## config.mk

```make
export PLATFORM = sky130hd
export DESIGN_NAME = ceespu_branch_resolver
export DESIGN_NICKNAME = d
export VERILOG_FILES = /design/src/rtl/ceespu_branch_resolver.sv
export SDC_FILE = /design/constraint.sdc
export NUM_CORES = 1
export LEC_CHECK = 0
export CAP_MARGIN = 20
export CORE_UTILIZATION = 28
export DETAILED_ROUTE_END_ITERATION = 10
export SETUP_SLACK_MARGIN = 0.05
export SYNTH_ARGS = -nofsm -noshare
export SYNTH_HDL_FRONTEND = slang
export SYNTH_SLANG_ARGS = --single-unit
```

## constraint.sdc

```tcl
create_clock -name clk -period 2.08 [get_ports clk]
set_clock_uncertainty 0.05 [all_clocks]
set_input_delay 0.416 -clock clk [delete_from_list [all_inputs] [get_ports clk]]
set_output_delay 0.416 -clock clk [all_outputs]
set_load 0.05 [all_outputs]
```

## src/rtl/ceespu_branch_resolver.sv

```systemverilog
`default_nettype none
// ============================================================================
//  Module      : ceespu_branch_resolver
//  Description : Carries gshare prediction metadata from fetch to execute and
//                resolves it against the real outcome (update/redirect/stats).
//  Revision    : 1.0
// ============================================================================
module ceespu_branch_resolver #(
    parameter int PC_WIDTH  = 14,
    parameter int CNT_WIDTH = 16
) (
    input  logic                 clk,
    input  logic                 rst,
    input  logic                 I_stall,
    input  logic                 I_flush,
    input  logic                 I_fetch_valid,
    input  logic [PC_WIDTH-1:0]  I_fetch_PC,
    input  logic                 I_prediction,
    input  logic [1:0]           I_prediction_state,
    input  logic [PC_WIDTH-1:0]  I_predicted_target,
    input  logic                 I_ex_is_branch,
    input  logic                 I_ex_conditional,
    input  logic                 I_ex_taken,
    input  logic [PC_WIDTH-1:0]  I_ex_target,
    output logic                 update_table,
    output logic [PC_WIDTH-1:0]  branch_address,
    output logic [1:0]           branch_prediction_state,
    output logic                 branch_taken,
    output logic                 O_mispredict,
    output logic [PC_WIDTH-1:0]  O_redirect_PC,
    output logic [CNT_WIDTH-1:0] O_branch_count,
    output logic [CNT_WIDTH-1:0] O_mispredict_count
);

    localparam logic [CNT_WIDTH-1:0] c_CNT_MAX = {CNT_WIDTH{1'b1}};
    localparam logic [CNT_WIDTH-1:0] c_CNT_ONE = {{(CNT_WIDTH-1){1'b0}}, 1'b1};
    localparam logic [PC_WIDTH-1:0]  c_PC_ONE  = {{(PC_WIDTH-1){1'b0}}, 1'b1};

    logic                r_d_valid;
    logic [PC_WIDTH-1:0] r_d_pc;
    logic                r_d_pred;
    logic [1:0]          r_d_state;
    logic [PC_WIDTH-1:0] r_d_ptarget;

    logic                r_e_valid;
    logic [PC_WIDTH-1:0] r_e_pc;
    logic                r_e_pred;
    logic [1:0]          r_e_state;
    logic [PC_WIDTH-1:0] r_e_ptarget;

    logic                w_resolve;
    logic                w_mispredict;
    logic [PC_WIDTH-1:0] w_redirect_pc;

    // A taken branch predicted taken can still miss if the target was wrong.
    always_comb begin
        w_resolve     = r_e_valid & I_ex_is_branch & ~I_stall & ~I_flush;
        w_mispredict  = w_resolve &
                        ((I_ex_taken != r_e_pred) |
                         (I_ex_taken & r_e_pred & (I_ex_target != r_e_ptarget)));
        w_redirect_pc = I_ex_taken ? I_ex_target : (r_e_pc + c_PC_ONE);
    end

    always_ff @(posedge clk or negedge rst) begin
        if (!rst) begin
            r_d_valid               <= 1'b0;
            r_d_pc                  <= '0;
            r_d_pred                <= 1'b0;
            r_d_state               <= '0;
            r_d_ptarget             <= '0;
            r_e_valid               <= 1'b0;
            r_e_pc                  <= '0;
            r_e_pred                <= 1'b0;
            r_e_state               <= '0;
            r_e_ptarget             <= '0;
            update_table            <= 1'b0;
            branch_address          <= '0;
            branch_prediction_state <= '0;
            branch_taken            <= 1'b0;
            O_mispredict            <= 1'b0;
            O_redirect_PC           <= '0;
            O_branch_count          <= '0;
            O_mispredict_count      <= '0;
        end else if (I_flush) begin
            r_d_valid    <= 1'b0;
            r_e_valid    <= 1'b0;
            update_table <= 1'b0;
            O_mispredict <= 1'b0;
        end else if (I_stall) begin
            update_table <= 1'b0;
            O_mispredict <= 1'b0;
        end else begin
            r_d_pc      <= I_fetch_PC;
            r_d_pred    <= I_prediction;
            r_d_state   <= I_prediction_state;
            r_d_ptarget <= I_predicted_target;
            r_e_pc      <= r_d_pc;
            r_e_pred    <= r_d_pred;
            r_e_state   <= r_d_state;
            r_e_ptarget <= r_d_ptarget;
            // Younger entries, including this cycle's fetch, are wrong-path.
            r_d_valid   <= I_fetch_valid & ~w_mispredict;
            r_e_valid   <= r_d_valid & ~w_mispredict;

            update_table <= w_resolve & I_ex_conditional;
            O_mispredict <= w_mispredict;

            if (w_resolve) begin
                branch_address          <= r_e_pc;
                branch_prediction_state <= r_e_state;
                branch_taken            <= I_ex_taken;
                if (O_branch_count != c_CNT_MAX) begin
                    O_branch_count <= O_branch_count + c_CNT_ONE;
                end
            end

            if (w_mispredict) begin
                O_redirect_PC <= w_redirect_pc;
                if (O_mispredict_count != c_CNT_MAX) begin
                    O_mispredict_count <= O_mispredict_count + c_CNT_ONE;
                end
            end
        end
    end

endmodule
`default_nettype wire

```

Yosys cells after proc, flatten, opt, wreduce, memory -nomap -nowiden. Cells that the tools add are included. Widths: inputs -> output; s select.

Add/sub/neg operators: 3. Equality and inequality tests: 5. Mux-type cells: 9. Bitwise gates (word level): 13. Reductions and logical operators: 5.

Operators by type and width (number): $add 16x1->16 const B (2); $ne 16x16->1 const B (2); $add 14x1->14 const B (1); $mux 14 (1); $ne 14x14->1 (1); $and 1x1->1 (9); $mux 1 (8); $reduce_and 4->1 (2); $reduce_and 3->1 (2); $not 1->1 (3); $ne 2x1->1 const B (1); $reduce_and 2->1 (1); $ne 1x1->1 (1); $or 1x1->1 (1).

Register bits: 129. Bits of input ports: 53. Output and inout bits: 65. Logic and storage cells: 53.

Longest topological paths before layout. Gate-level depths: netlist (run 1).

Depth in word-level cells: 8. Depth in mapped cells: 7. Mapped depth without buffers: 7.

Least setup slack after synthesis (run 1). OpenSTA, ideal clock, no wires.

Kind: register to register. Start point: register O_mispredict_count[2]. End point: register O_mispredict_count[1]. Library setup time: 0.128 ns. Arrival: 2.023 ns. Data required time: 1.902 ns. Path slack: -0.121 ns. Stages on the path, launching flop included: 7. Path buffers: 0. Clock period less this slack: 2.201 ns. Cells stage by stage: dfrtp_1 and4_4 nand4_4 nor4_4 nor2_2 nand2_2 mux2_1.

Longest elaborated chain between the ends: 2.

RTL lines: from (decl) (RTL line 32) `output logic [CNT_WIDTH-1:0] O_mispredict_count`; from (signal assigned) (RTL line 120) `O_mispredict_count <= O_mispredict_count + c_CNT_ONE;`; $ne 16x16->1 (RTL line 119) `if (O_mispredict_count != c_CNT_MAX) begin`; $reduce_and 4->1 (no line).

Every way passes these cells. A chain may end at the register's enable or synchronous reset.

Final worst setup path (run 1).
Start point: input port I_ex_target[11]. End point: register O_mispredict_count[1].

Longest elaborated chain between the ends: 5.

RTL lines: from (decl) (RTL line 24) `input logic [PC_WIDTH-1:0] I_ex_target,`; $ne 14x14->1 (RTL line 60) `(I_ex_taken & r_e_pred & (I_ex_target != r_e_ptarget)));`; $and 1x1->1 (RTL line 60); $or 1x1->1 (RTL line 59) `((I_ex_taken != r_e_pred) |`; $and 1x1->1 (RTL line 58) `w_mispredict = w_resolve &`; $reduce_and 4->1 (no line).

Every way passes these cells.

==> results of run 1 <==
[cells in the mapped netlist, types with 2 or more instances]
cell / number
xnor2_1: 35
mux2_2: 100
nand2_2: 2
and4_1: 3
nand2_1: 22
inv_1: 2
buf_2: 7
nor2_1: 13
nor4_1: 3
a31oi_1: 2
and3_1: 8
a32o_1: 2
ha_1: 4
clkbuf_1: 4
o21ai_0: 9
dfrtp_1: 129
nor2b_1: 2
nand4_1: 16
nand3_1: 17
and2_1: 2
xor2_1: 18
nor3_1: 6
[area by class of cell]
class | instances | area, sq um
fillers | 1884 | 11620
flip-flops and latches | 129 | 3233
multi-input cells | 277 | 2370
repair buffers | 159 | 1434
clock buffers | 17 | 425.4
well taps | 265 | 331.6
clock inverters | 14 | 166.4
inverters | 2 | 7.507
[power groups by stage]
| stage | logic [mW] | registers, mW | clock network (mW) |
|---|---|---|---|
| floorplan | 0.528 | 3.46 | 0 |
| global placement | 1.53 | 3.13 | 0 |
| detailed placement | 1.54 | 3.14 | 0 |
| CTS | 1.51 | 3.10 | 3.09 |
| global route | 1.60 | 3.14 | 3.20 |
| finish | 1.49 | 3.09 | 2.99 |
[metrics by stage]
step / std cells / hold WS (ps)
detailed placement: 831 / 341.1
global placement: 831 / 337.9
CTS: 863 / 438.5
floorplan: 421 / 70.41
global route: 863 / 459.3
finish: 863 / 434.6
[logic make-up after synthesis]
group | synth area share
multiplexers | 0.2034
AND/OR/NAND/NOR | 0.1045
buffers and inverters | 0.01286
AO/OA/AOI/OAI | 0.01597
XOR/XNOR | 0.08228
flip-flops | 0.5722
adder cells (fa/ha/maj) | 0.008872
[state kept, by name, summed over array words and instances (netlist names), 14 cells and up]
| register | flops |
|---|---|
| r_d_ptarget | 14 |
| r_e_pc | 14 |
| r_e_ptarget | 14 |
| branch_address | 14 |
| O_mispredict_count | 16 |
| O_branch_count | 16 |
| O_redirect_PC | 14 |
| r_d_pc | 14 |
[layer usage]
metal | part of all wire | routed length, um | vias to the layer above
li1 | - | - | 1843
met1 | 0.45 | 6062 | 1920
met2 | 0.49 | 6557 | 94
met3 | 0.049 | 662 | 15
met4 | 0.012 | 166 | 0
met5 | 0 | 0 | -
[critical path: cells and delay by family]
| family | cells | cell delay (ps) |
|---|---|---|
| buf+inv | 2 | 760 |
| simple gates | 4 | 640 |
| mux | 1 | 310 |
| xor+xnor | 1 | 140 |
[how the worst min path moves through the flow]
stage                                            from                            endpoint  slack [ps]  cells after the start
floorplan                                         rst       O_branch_count[0]$_DFFE_PN0P_          70                      0
global placement                                  rst  O_mispredict_count[15]$_DFFE_PN0P_         340                      1
detailed placement                                rst   O_mispredict_count[8]$_DFFE_PN0P_         340                      1
CTS                 O_mispredict_count[5]$_DFFE_PN0P_   O_mispredict_count[5]$_DFFE_PN0P_         440                      1
global route        O_mispredict_count[5]$_DFFE_PN0P_   O_mispredict_count[5]$_DFFE_PN0P_         460                      1
finish              O_mispredict_count[5]$_DFFE_PN0P_   O_mispredict_count[5]$_DFFE_PN0P_         430                      1
[cell usage in the layout (no fill, tap or decap), types with 3 or more instances in the layout]
| cell | count |
|---|---|
| nand2_1 | 22 |
| mux2_2 | 100 |
| clkinvlp_4 | 4 |
| and3_1 | 8 |
| clkinv_2 | 4 |
| o21ai_0 | 9 |
| dfrtp_2 | 4 |
| clkdlybuf4s50_1 | 51 |
| nand4_1 | 16 |
| xnor2_1 | 35 |
| nand3_1 | 17 |
| buf_12 | 4 |
| nor4_2 | 3 |
| and4_1 | 3 |
| ha_1 | 4 |
| dfrtp_1 | 125 |
| buf_4 | 57 |
| dlygate4sd2_1 | 45 |
| clkbuf_16 | 17 |
| xor2_1 | 18 |
| nor2_1 | 12 |
| bufinv_16 | 3 |
| nor3_1 | 6 |
[what timing repair did]
| action | 4_1_cts | 5_1_grt |
|---|---|---|
| hold endpoints to repair | 42 | 0 |
| hold buffers | 1 | 0 |
| gates resized for setup | 45 | 2 |
| pin swaps | 0 | 1 |
| setup endpoints to repair | 58 | 25 |
==> impl_results.md, run 1 <==
* Pwr/cell area at 950.1 nW/um^2
* TritonRoute pass-1 iters at 4
* Die Wd at 143.9 um
* CP max FO at 15
* Slew margin rel. at 0.6616
* Grt met1 use at 0.1800
* Die area at 20720 sq um
* R2r setup slk at 170 ps
* WP data arrival at 2250 ps
* Final Cycle Share at 0.9648
* Deepest clock path buffer count at 2
* Area share of the largest cell type after synthesis at 0.5722
* Cells on worst reg2reg path at 7
* Reg2reg start: r_e_ptarget[8]$_DFFE_PN0P_
* Ranking of synthesized cells by area: dfrtp_1 57%, mux2_2 20%, xnor2_1 5.4%
* Hold Crit Class: register to register
* Final #Nets at 643
* Post-detailed-route count of antenna-violating nets at 0
* Post-synthesis net count at 478
* Reg2reg end: O_mispredict_count[1]$_DFFE_PN0P_
* Psw at 2.163 mW
* Port Buffers at 117
* Critical path's largest stage delay at 540 ps
* Root Driver: clkbuf_16
* CTS Buf Count at 17
* Worst slew pin tran at 509.6 ps
* Register area share after synthesis at 0.5722
* # Post-CTS Setup Buffers at 0
* Initial antenna violation count at 0
* Power share of the clock group at 0.395
* Yosys reg bits at 129
* Setup CP Type: input pin to register
* Synth async-reset ratio at 1.000
* Worst setup path end: O_mispredict_count[1]$_DFFE_PN0P_
* Flop pwr share at 0.408
* Synth Cell Area at 5642 sq um
* Final setup margin at 73.19 ps
* Mean routed wirelength per cell at 15.58 um
* Gr usage total at 0.1411
* Syn Area/Cell at 13.40 sq um
* Post-synth top area cell: dfrtp_1
* Primary FF master, synth: dfrtp_1
* Post-route cell area at 7968 sq um
* Max-cap violations at 0
* Synth warn at 0
* Iter 0 DRT Violations at 149
* Die height at 143.9 um
* IO Pins at 118
* Number of synthesized flops with an enable pin at 0
* Initial Util at 0.2880
* CP max stage cell: clkdlybuf4s50_1
* DRC Markers at 0
* Endpoints failing setup at 0
* Via count at 3872
* Fmax at 498.3 MHz
* Final Max Slew Viols at 0
* Vias in the first global route at 4027
* Layout cell share with drive strength beyond 1 at 0.3495
* Logic gate share of total power at 0.197
* Startpoint class of the critical path: input pin
* Clock-pin slew on the worst setup and hold paths at 60 ps
* Row count at 51
* Max IR drop VDD at 0.5647 mV
* First-pass GRT wire length at 21680 um
* Clock latency on the worst-skew pair at 410 ps
* Setup TNS at 0 ps
* H-tree levels at 4
* WL final at 13450 um
* Gr busiest metal: met2
* Final core occ at 0.4067
* Clk sinks at 129
* Pleak at 3.682 nW
* Global route total overflow at 0
* Synth-to-Final Area Change at 41.23%
* Core area at 19590 sq um
* DP Worst Slack at -412.8 ps
* Met3 global-route usage at 0.04232
* Routability Congestion at 0.8460
* Crit-path cells: clkdlybuf4s50_1 -> xnor2_1 -> nand4_1 -> nor4_2 -> nand3_2 -> buf_4 -> nand2_2 -> mux2_1
* Pwr Total at 7.570 mW
* Post-synth cell types at 37
* Critical path data required time at 2330 ps
* Cells after Synth at 421
* Largest net degree at the start of global routing at 47
* Internal Power at 5.407 mW
* Met2 GRT Util at 0.2268
* Vias per cell at 4.487
* Run status: completed
* Min Tclk post-route at 2007 ps
* Final hold violations at 0
* Detailed placement HPWL at 9976 um
* # diodes at 0
* Area after DPL at 7412 sq um
* CP endpoint kind: register
* RSZ-0062 raised after global routing: true
* Switching part of the total at 0.2858
* CTS tree: done
* Crit. Startpoint: I_ex_target[11]
Note: power is estimated with default switching activity, not from simulation.
==> run 2: changes to the inputs <==
--- a/config.mk
+++ b/config.mk
@@ -6,6 +6,7 @@
 export NUM_CORES = 1
 export LEC_CHECK = 0
 export CAP_MARGIN = 20
+export CORE_MARGIN = 5
 export CORE_UTILIZATION = 28
 export DETAILED_ROUTE_END_ITERATION = 10
 export SETUP_SLACK_MARGIN = 0.05
==> impl_results.md, run 2 (same netlist as run 1, synthesis figures left out) <==
* Run status: completed
* Mean routed wirelength per cell at 15.91 um
* Detailed placement HPWL at 10560 um
* WL final at 13830 um
* Fmax at 498.9 MHz
* Slew margin rel. at 0.6572
* Layout cell share with drive strength beyond 1 at 0.3589
* CP max FO at 15
* Die Wd at 151.9 um
* Commonest cells after routing, fill and taps aside: 125 x dfrtp_1, 100 x mux2_2, 59 x buf_4, 51 x clkdlybuf4s50_1, 42 x dlygate4sd2_1
* Iter 0 DRT Violations at 55
* Vias per cell at 4.441
* Pwr/cell area at 967.5 nW/um^2
* Clk sinks at 129
* Root Driver: clkbuf_16
* Vias in the first global route at 4261
* Critical path data required time at 2320 ps
* Max IR drop VDD at 0.6367 mV
* WP data arrival at 2240 ps
* Final Cycle Share at 0.9636
* Reg2reg end: O_mispredict_count[1]$_DFFE_PN0P_
* First-pass GRT wire length at 22940 um
* DRC Markers at 0
* Pleak at 3.706 nW
* Critical hold path startpoint: O_mispredict_count[5]$_DFFE_PN0P_
* Cells on worst reg2reg path at 7
* TritonRoute pass-1 iters at 4
* Clock-pin slew on the worst setup and hold paths at 50 ps
* Die area at 23090 sq um
* Gr usage total at 0.1238
* Reg2reg start: r_e_ptarget[11]$_DFFE_PN0P_
* Endpoints failing setup at 0
* Max-cap violations at 0
* Routability Congestion at 0.7900
* Synth-to-Final Area Change at 42.20%
* Port Buffers at 117
* Final hold violations at 0
* Deepest clock path buffer count at 2
* # diodes at 0
* Setup CP Type: input pin to register
* Largest net degree at the start of global routing at 53
* Largest regs: O_branch_count x16, O_mispredict_count x16
* Clock latency on the worst-skew pair at 410 ps
* Post-route cell area at 8023 sq um
* Hold endpoint: O_mispredict_count[5]$_DFFE_PN0P_
* Die height at 151.9 um
* Core area at 20040 sq um
* WHS at 429.1 ps
* R2r setup slk at 180 ps
* Initial antenna violation count at 0
* Final Max Slew Viols at 0
* CP endpoint kind: register
* Row count at 52
* IO Pins at 118
* Startpoint class of the critical path: input pin
* Worst slew pin tran at 516.3 ps
* CTS tree: done
* H-tree levels at 4
* Initial Util at 0.2815
* Final #Nets at 643
* Via count at 3859
* # Post-CTS Setup Buffers at 0
* CTS Buf Count at 17
* Global route total overflow at 0
* Post-detailed-route count of antenna-violating nets at 0
* Crit. Startpoint: I_ex_target[9]
* Final core occ at 0.4004
* Hold Crit Class: register to register
* Area after DPL at 7401 sq um
* Hold Crit Depth at 1
* RSZ-0062 raised after global routing: true
* Min Tclk post-route at 2004 ps
* Commonest non-fill, non-tap cell in the layout: dfrtp_1
run 2: layout make-up:
type                       instances  area (sq um)
inverter                           2         7.507
sequential                       129          3233
multi-input combinational        277          2385
fill                            1990         12020
clock buffer                      17         425.4
clock inverter                    15         207.7
timing repair buffer             159          1426
tap                              270         337.8
run 2: power by group:
group	total, mW	switching [mW]	internal (mW)	leakage, nW
registers	3.08	0.228	2.85	1.64
logic	1.51	0.825	0.683	1.76
clock network	3.17	1.15	2.02	0.296
total	7.76	2.21	5.56	3.71
run 2: through the flow:
step / worst slack (ps) / std cells / power [mW] / TNS, ps
floorplan: 55.34 / 421 / 3.984 / 0
global placement: -393.2 / 836 / 4.656 / -12560
detailed placement: -404.2 / 836 / 4.694 / -12990
CTS: 34.56 / 869 / 7.880 / 0
global route: -14.40 / 869 / 8.131 / -14.40
finish: 75.78 / 869 / 7.762 / 0
run 2: how the worst max path moves through the flow:
stage                                   endpoint  slack, ps  cells after the start
6_report       O_mispredict_count[1]$_DFFE_PN0P_         80                      8
3_5_place_dp   O_mispredict_count[1]$_DFFE_PN0P_       -400                      7
3_3_place_gp   O_mispredict_count[1]$_DFFE_PN0P_       -390                      7
2_1_floorplan  O_mispredict_count[1]$_DFFE_PN0P_         60                      6
5_1_grt        O_mispredict_count[1]$_DFFE_PN0P_        -10                      8
4_1_cts             O_redirect_PC[0]$_DFFE_PN0P_         30                      6
run 2: timing repair:
item,4_1_cts,5_1_grt
pin swaps,2,2
resized for setup,43,6
hold endpoints to repair,47,0
setup endpoints to repair,52,23
hold buffers,1,0
run 2: worst max-delay path: stages:
cell and delay [ps]:
clkdlybuf4s50_1 520, xnor2_1 140, nand4_1 150, nor4_2 220, nand3_2 200, buf_6 210, nand2_2 70, mux2_1 310
run 2: metal layers:
| layer | up-vias | global-route usage | wire length (um) | part of all wire |
|---|---|---|---|---|
| li1 | 1837 | - | - | - |
| met1 | 1933 | 0.1510 | 6110 | 0.44 |
| met2 | 81 | 0.2070 | 6851 | 0.50 |
| met3 | 8 | 0.04863 | 774 | 0.056 |
| met4 | 0 | 0.02954 | 90 | 0.0065 |
| met5 | - | 0 | 0 | 0 |
